--- src/rtl/rect_draw_engine.sv ---
// Rectangle rasteriser: latches two corners on start, then emits one pixel write per cycle, row-major, to the VGA adapter.
// Latency: first pixel appears 2 edges after start is sampled, and done pulses 2+W*H edges after start.
// Backpressure: none; start is ignored while busy, and abort cancels SETUP/DRAW with no done pulse.
module rect_draw_engine #(
    parameter int X_W   = 8,
    parameter int Y_W   = 7,
    parameter int X_MAX = 159,
    parameter int Y_MAX = 119
) (
    input  logic           Clock,
    input  logic           resetn,
    input  logic           start,
    input  logic           abort,
    input  logic [X_W-1:0] x0,
    input  logic [Y_W-1:0] y0,
    input  logic [X_W-1:0] x1,
    input  logic [Y_W-1:0] y1,
    input  logic [2:0]     colour_in,
    input  logic           outline,
    output logic [X_W-1:0] x_out,
    output logic [Y_W-1:0] y_out,
    output logic [2:0]     colour_out,
    output logic           plot,
    output logic           busy,
    output logic           done
);

    typedef enum logic [1:0] {IDLE, SETUP, DRAW, DONE} state_t;

    localparam logic [X_W-1:0] X_LIM = X_W'(X_MAX);
    localparam logic [Y_W-1:0] Y_LIM = Y_W'(Y_MAX);

    state_t         state_q, state_d;
    logic [X_W-1:0] x0_q, x1_q, xmin_q, xmax_q, cx_q;
    logic [Y_W-1:0] y0_q, y1_q, ymin_q, ymax_q, cy_q;
    logic [2:0]     colour_q;
    logic           outline_q;

    logic [X_W-1:0] xa, xb, xmin_s, xmax_s;
    logic [Y_W-1:0] ya, yb, ymin_s, ymax_s;
    logic           last_px, border_px;
    logic           plot_d, busy_d, done_d;

    // Clamp and order the latched corners so the scan always runs min to max.
    always_comb begin
        xa     = (x0_q > X_LIM) ? X_LIM : x0_q;
        xb     = (x1_q > X_LIM) ? X_LIM : x1_q;
        ya     = (y0_q > Y_LIM) ? Y_LIM : y0_q;
        yb     = (y1_q > Y_LIM) ? Y_LIM : y1_q;
        xmin_s = (xa < xb) ? xa : xb;
        xmax_s = (xa < xb) ? xb : xa;
        ymin_s = (ya < yb) ? ya : yb;
        ymax_s = (ya < yb) ? yb : ya;
    end

    assign last_px   = (cx_q == xmax_q) && (cy_q == ymax_q);
    assign border_px = (cx_q == xmin_q) || (cx_q == xmax_q) ||
                       (cy_q == ymin_q) || (cy_q == ymax_q);

    always_ff @(posedge Clock or negedge resetn) begin
        if (!resetn) begin
            state_q <= IDLE;
        end else begin
            state_q <= state_d;
        end
    end

    // Output registers follow the current state one edge later; abort clears them at the same edge.
    always_comb begin
        state_d = state_q;
        plot_d  = 1'b0;
        busy_d  = 1'b0;
        done_d  = 1'b0;
        unique case (state_q)
            IDLE: begin
                if (start) begin
                    state_d = SETUP;
                end
            end
            SETUP: begin
                state_d = abort ? IDLE : DRAW;
                busy_d  = !abort;
            end
            DRAW: begin
                busy_d = !abort;
                plot_d = !abort && (!outline_q || border_px);
                if (abort) begin
                    state_d = IDLE;
                end else if (last_px) begin
                    state_d = DONE;
                end
            end
            DONE: begin
                state_d = IDLE;
                busy_d  = 1'b1;
                done_d  = 1'b1;
            end
            default: begin
                state_d = IDLE;
            end
        endcase
    end

    always_ff @(posedge Clock or negedge resetn) begin
        if (!resetn) begin
            x0_q       <= '0;
            x1_q       <= '0;
            y0_q       <= '0;
            y1_q       <= '0;
            colour_q   <= '0;
            outline_q  <= 1'b0;
            xmin_q     <= '0;
            xmax_q     <= '0;
            ymin_q     <= '0;
            ymax_q     <= '0;
            cx_q       <= '0;
            cy_q       <= '0;
            x_out      <= '0;
            y_out      <= '0;
            colour_out <= '0;
            plot       <= 1'b0;
            busy       <= 1'b0;
            done       <= 1'b0;
        end else begin
            if (state_q == IDLE && start) begin
                x0_q      <= x0;
                x1_q      <= x1;
                y0_q      <= y0;
                y1_q      <= y1;
                colour_q  <= colour_in;
                outline_q <= outline;
            end
            if (state_q == SETUP) begin
                xmin_q <= xmin_s;
                xmax_q <= xmax_s;
                ymin_q <= ymin_s;
                ymax_q <= ymax_s;
                cx_q   <= xmin_s;
                cy_q   <= ymin_s;
            end
            // Counters hold on the final pixel, so they never step past xmax/ymax.
            if (state_q == DRAW && !abort) begin
                if (cx_q < xmax_q) begin
                    cx_q <= cx_q + X_W'(1);
                end else if (cy_q < ymax_q) begin
                    cx_q <= xmin_q;
                    cy_q <= cy_q + Y_W'(1);
                end
            end
            if (state_q == DRAW) begin
                x_out      <= cx_q;
                y_out      <= cy_q;
                colour_out <= colour_q;
            end
            plot <= plot_d;
            busy <= busy_d;
            done <= done_d;
        end
    end

endmodule

--- config.mk ---
export PLATFORM = sky130hd
export DESIGN_NAME = rect_draw_engine
export DESIGN_NICKNAME = d
export VERILOG_FILES = /design/src/rtl/rect_draw_engine.sv
export SDC_FILE = /design/constraint.sdc
export NUM_CORES = 1
export LEC_CHECK = 0
export CORE_UTILIZATION = 40
export CTS_BUF_LIST = sky130_fd_sc_hd__clkbuf_8
export CTS_CLUSTER_SIZE = 14
export DETAILED_ROUTE_END_ITERATION = 8
export GPL_TIMING_DRIVEN = 1
export SYNTH_ARGS = -nofsm -noshare
export SYNTH_HDL_FRONTEND = slang
export SYNTH_SLANG_ARGS = --single-unit
--- constraint.sdc ---
create_clock -name Clock -period 2.9 [get_ports Clock]
set_clock_uncertainty 0.15 [all_clocks]
set_input_delay 0.29 -clock Clock [delete_from_list [all_inputs] [get_ports Clock]]
set_output_delay 0.29 -clock Clock [all_outputs]
set_load 0.03 [all_outputs]
Yosys cells after proc, flatten, opt, wreduce, memory -nomap -nowiden. Cells that the tools add are included.

Flip-flop bits (word level): 102. Bits of input ports: 38. Output and inout port bits: 21.

Add/sub/neg operators: 2. $lt $le $gt $ge: 8. Eq/ne operators: 9. Multiplexer cells: 24. Reduce and logical (&&, ||, !) cells: 13.

Operator list (number): $mux 8 (8); $mux 7 (8); $eq 8x8->1 (2); $gt 8x8->1 const B (2); $lt 8x8->1 (2); $eq 7x7->1 (2); $gt 7x7->1 const B (2); $lt 7x7->1 (2); $add 8x1->8 const B (1); $mux 2 (4); $pmux 2 s4 (1); $add 7x1->7 const B (1); $eq 2x2->1 const B (2); $logic_and 1x1->1 (4); $logic_or 1x1->1 (4); $ne 3x3->1 const B (1); $eq 2x1->1 const B (1); $logic_not 1->1 (2); $logic_not 2->1 (1); $mux 1 (2); $ne 2x2->1 const B (1); $pmux 1 s2 (1); $reduce_and 2->1 (1); $reduce_or 2->1 (1).

Depth between registers and ports, before layout.
Depth after elaboration: 8. Mapped depth: 14. Gate-level depth less buffers: 12.

Worst setup path after synthesis. OpenSTA, ideal clock, no wires.

Path kind: register to register. From: register x0_q[6]. To: register xmax_q[3]. Data arrival time: 2369 ps. Data required time: 2618 ps. Slack: 250 ps. Cell stages (with the launch flop): 12. Path buffers: 2. Clock period less this slack: 2650 ps. Path through: dfrtp_1 -> o21a_1 -> nor2_1 -> inv_1 -> ha_1 -> or4_1 -> o22ai_2 -> o31ai_4 -> buf_6 -> buf_6 -> o311ai_1 -> o21ai_1.

Word-level cells in the longest chain between the ends: 4.

Ends and longest elaborated chain: from (decl) (line 34) `logic [X_W-1:0] x0_q, x1_q, xmin_q, xmax_q, cx_q;`; from (signal assigned) (line 106) `x0_q <= '0;`; from (signal assigned) (line 126) `x0_q <= x0;`; $gt 8x8->1 (line 46) `xa = (x0_q > X_LIM) ? X_LIM : x0_q;`; $mux 8 (*) (line 46); $lt 8x8->1 (line 51) `xmax_s = (xa < xb) ? xb : xa;`; $mux 8 (*) (line 51); to (signal assigned) (line 135) `xmax_q <= xmax_s;`; to (decl) (line 34).

Every way passes the cells marked *; elsewhere a longest branch is shown, timed or not. A chain may end at the register's enable or synchronous reset.

Final worst setup path.
From: register x0_q[5]. To: register cx_q[3].

Word-level cells in the longest chain between the ends: 8.

Ends and longest elaborated chain: $gt 8x8->1 (line 46); $mux 8 (*) (line 46); $lt 8x8->1 (line 50) `xmin_s = (xa < xb) ? xa : xb;`; $mux 8 (*) (line 50); $mux 8 (*) (line 133) `if (state_q == SETUP) begin`; $mux 8 (line 145) `end else if (cy_q < ymax_q) begin`; $mux 8 (line 143) `if (cx_q < xmax_q) begin`; $mux 8 (*) (line 142) `if (state_q == DRAW && !abort) begin`; to (signal assigned) (line 138) `cx_q <= xmin_s;`; to (signal assigned) (line 144) `cx_q <= cx_q + X_W'(1);`; to (signal assigned) (line 146) `cx_q <= xmin_q;`; to (decl) (line 34).

Marks and branches as above.

==> flow_metrics.env <==
export IMPL_netlist_area_leader_share_pct=45.3
export IMPL_period_share_pct=98.1
export IMPL_area_growth_pct=22.6
export IMPL_rsz0062_at_grt="yes"
export IMPL_final_max_slew_viol_count=0
export IMPL_netlist_area_sq_um=5630
export IMPL_cts_sinks=102
export IMPL_synth_cells=534
export IMPL_ys_seq_area_share_pct=45.3
export IMPL_drive_gt1_share_pct=23.0
export IMPL_startpoint_type="register"
export IMPL_wirelength_microns=12400
export IMPL_required_ns=3.07
export IMPL_clk_latency_ns=0.38
export IMPL_stdcell_count=797
export IMPL_grtUsageTotal_pct=18.5
export IMPL_slew_headroom_pct=55.3
export IMPL_path_clk_slew_ns=0.09
export IMPL_hold_viol_final=0
export IMPL_port_buffers=58
export IMPL_cp_max_fo=6
export IMPL_worstHoldPathType="primary input to async pin"
export IMPL_period_needed_ns=2.85
export IMPL_place_inst=779
export IMPL_core_sq_um=13500
export IMPL_postRouteAntennaNets=0
export IMPL_startpoint="x0_q[5]"
export IMPL_reg2reg_from="x0_q[5]"
export IMPL_hpwlAfterDp_microns=9110
export IMPL_utilization_pct=51.1
export IMPL_num_io_pins=59
export IMPL_regArea_sq_um=2550
export IMPL_overflow=0
export IMPL_die_area_sq_um=14600
export IMPL_cts_max_level=3
export IMPL_end_kind="register"
export IMPL_cts_tree="yes"
export IMPL_dr_total_vias=4154
export IMPL_ys_top_cells_by_area="dfrtp_1 45%, mux2_2 12%, ha_1 7.8%"
export IMPL_avgSynthCellArea_sq_um=10.5
export IMPL_dr_pass1_iters=4
export IMPL_cp_arrival_ns=3.01
export IMPL_die_h_microns=121
export IMPL_die_w_microns=121
export IMPL_start_util_pct=41.7
export IMPL_outcome="finished clean"
export IMPL_antenna_found_initial=0
export IMPL_wl_per_cell_microns=15.6
export IMPL_synth_edf_count=0
export IMPL_cts_root_buffer="clkbuf_8"
export IMPL_fmax_mhz=351
export IMPL_multi_input_area_sq_um=2900
export IMPL_drtIter0Drc=198
export IMPL_holdWs_ns=0.337
export IMPL_synthArstFlopShare_pct=100
export IMPL_setup_viol=0
export IMPL_drv_cap=0
export IMPL_worst_pin_slew_ns=0.671
export IMPL_synth_cell_types=53
export IMPL_grt_pass1_wl_microns=20800
export IMPL_yosysTopAreaCell="dfrtp_1"
export IMPL_gp_congestion=0.825
export IMPL_worstSetupPathType="register to register"
export IMPL_grt_pass1_vias=4188
export IMPL_fin_nets=691
export IMPL_antenna_cells=0
export IMPL_final_setup_worst_slack_ns=0.0542
export IMPL_yosysWarnings=0
export IMPL_fillCellCount=1226
export IMPL_place_ws_ns=0.0646
export IMPL_cts_buffers=9
export IMPL_synth_nets=607
export IMPL_drc=0
export IMPL_synth_top_flop_cell="dfrtp_1"
export IMPL_clock_path_buffers=2
export IMPL_grt_max_degree=60
export IMPL_synth_seq_cells=102
export IMPL_vias_per_cell=5.21
export IMPL_rows=42
==> final timing paths <==
check                               to  slack, ns  cells past startpoint
min in group Clock         colour_q[1]       0.36                      1
min                            x0_q[2]       0.34                      2
max                            cx_q[3]       0.05                     11
min reg2reg                colour_q[1]       0.36                      1
max reg2reg                    cx_q[3]       0.05                     11
max in group asynchronous    ymin_q[3]       1.57                      3
==> kinds of logic after synthesis <==
family / share of synthesized area [%]
multiplexers: 15.4
XOR/XNOR: 3.11
AO/OA/AOI/OAI: 11.9
AND/OR/NAND/NOR: 11.5
buffers and inverters: 4.93
adder cells (fa/ha/maj): 7.78
flip-flops: 45.3
==> metrics by stage <==
stage	TNS, ns	instance area [sq um]
floorplan	0	5630
global placement	0	6610
detailed placement	0	6610
CTS	0	6790
global route	-0.181	6900
finish	0	6900
==> layout by cell type (no fill, tap or decap), types with 7 or more instances in the layout <==
cell type        Yosys  routed
ha_1                35      33
mux2i_1             17      13
clkdlybuf4s50_1      0      57
dfrtp_1            102     102
buf_4                0      39
a21oi_1             40      39
xnor2_1              8       8
nor2_1              53      49
nand3_1              7       7
xor2_1              12      12
mux2_2              62      62
o21ai_0             20      19
clkbuf_8             0      12
nor3_1              17      16
nand2_1             22      22
inv_1               36      37
==> Yosys cell counts (2+ instances only) <==
| master | number |
|---|---|
| xnor2_1 | 8 |
| o32ai_1 | 2 |
| mux2i_1 | 17 |
| mux2_2 | 62 |
| and3_1 | 6 |
| nor3_1 | 17 |
| or3_1 | 5 |
| a21oi_1 | 40 |
| and4_1 | 2 |
| buf_2 | 3 |
| o311ai_1 | 2 |
| xor2_1 | 12 |
| o21ai_1 | 2 |
| inv_1 | 36 |
| nand2_1 | 22 |
| nor2b_1 | 6 |
| buf_6 | 4 |
| o311ai_0 | 5 |
| nor2_1 | 53 |
| nand4_1 | 6 |
| a211o_1 | 3 |
| nand2b_1 | 2 |
| nor3b_1 | 2 |
| o21ai_0 | 20 |
| a221o_1 | 2 |
| nor4_1 | 5 |
| nand3_1 | 7 |
| dfrtp_1 | 102 |
| ha_1 | 35 |
| o21a_1 | 4 |
| o211ai_2 | 2 |
| clkbuf_1 | 19 |
==> worst max-delay path, cell delays in order, from the launching register on <==
cell and delay (ns):
dfrtp_1 0.41, o21a_4 0.26, nor2_4 0.10, inv_1 0.06
ha_2 0.31, o21a_1 0.16, o22ai_4 0.09, buf_4 0.15
o31ai_2 0.39, mux2_2 0.43, nand3_1 0.10, o311a_1 0.18
==> cell type report <==
cell class / instances / area share, %
Multi-Input combinational cell: 369 / 42.0
Sequential cell: 102 / 37.0
Inverter: 36 / 1.96
Timing Repair Buffer: 100 / 13.4
Clock inverter: 2 / 0.127
Tap cell: 176 / 3.19
Clock buffer: 12 / 2.39
==> what timing repair did <==
| action | in CTS | in global routing |
|---|---|---|
| resized for setup | 0 | 24 |
| endpoints found under the setup margin | 0 | 21 |
| hold endpoints to repair | 51 | 0 |
| setup buffers | 0 | 2 |
| hold buffers | 1 | 0 |
==> metal layers <==
metal	track usage, %	up-vias	routed length, microns
met4	8.95	0	306
li1	-	2050	-
met5	0	-	0
met3	2.64	19	452
met1	26.4	1993	6170
met2	27.3	92	5480
==> registers in the layout, summed over array words and instances (netlist names), 2 cells and up <==
register / count
colour_out: 3
colour_q: 3
cx_q: 8
cy_q: 7
state_q: 2
x0_q: 8
x1_q: 8
x_out: 8
xmax_q: 8
xmin_q: 8
y0_q: 7
y1_q: 7
y_out: 7
ymax_q: 7
ymin_q: 7
Power is left out: the tool's default activity adds up to more than one toggle a clock period on the data nets, which glitch-free logic cannot reach.
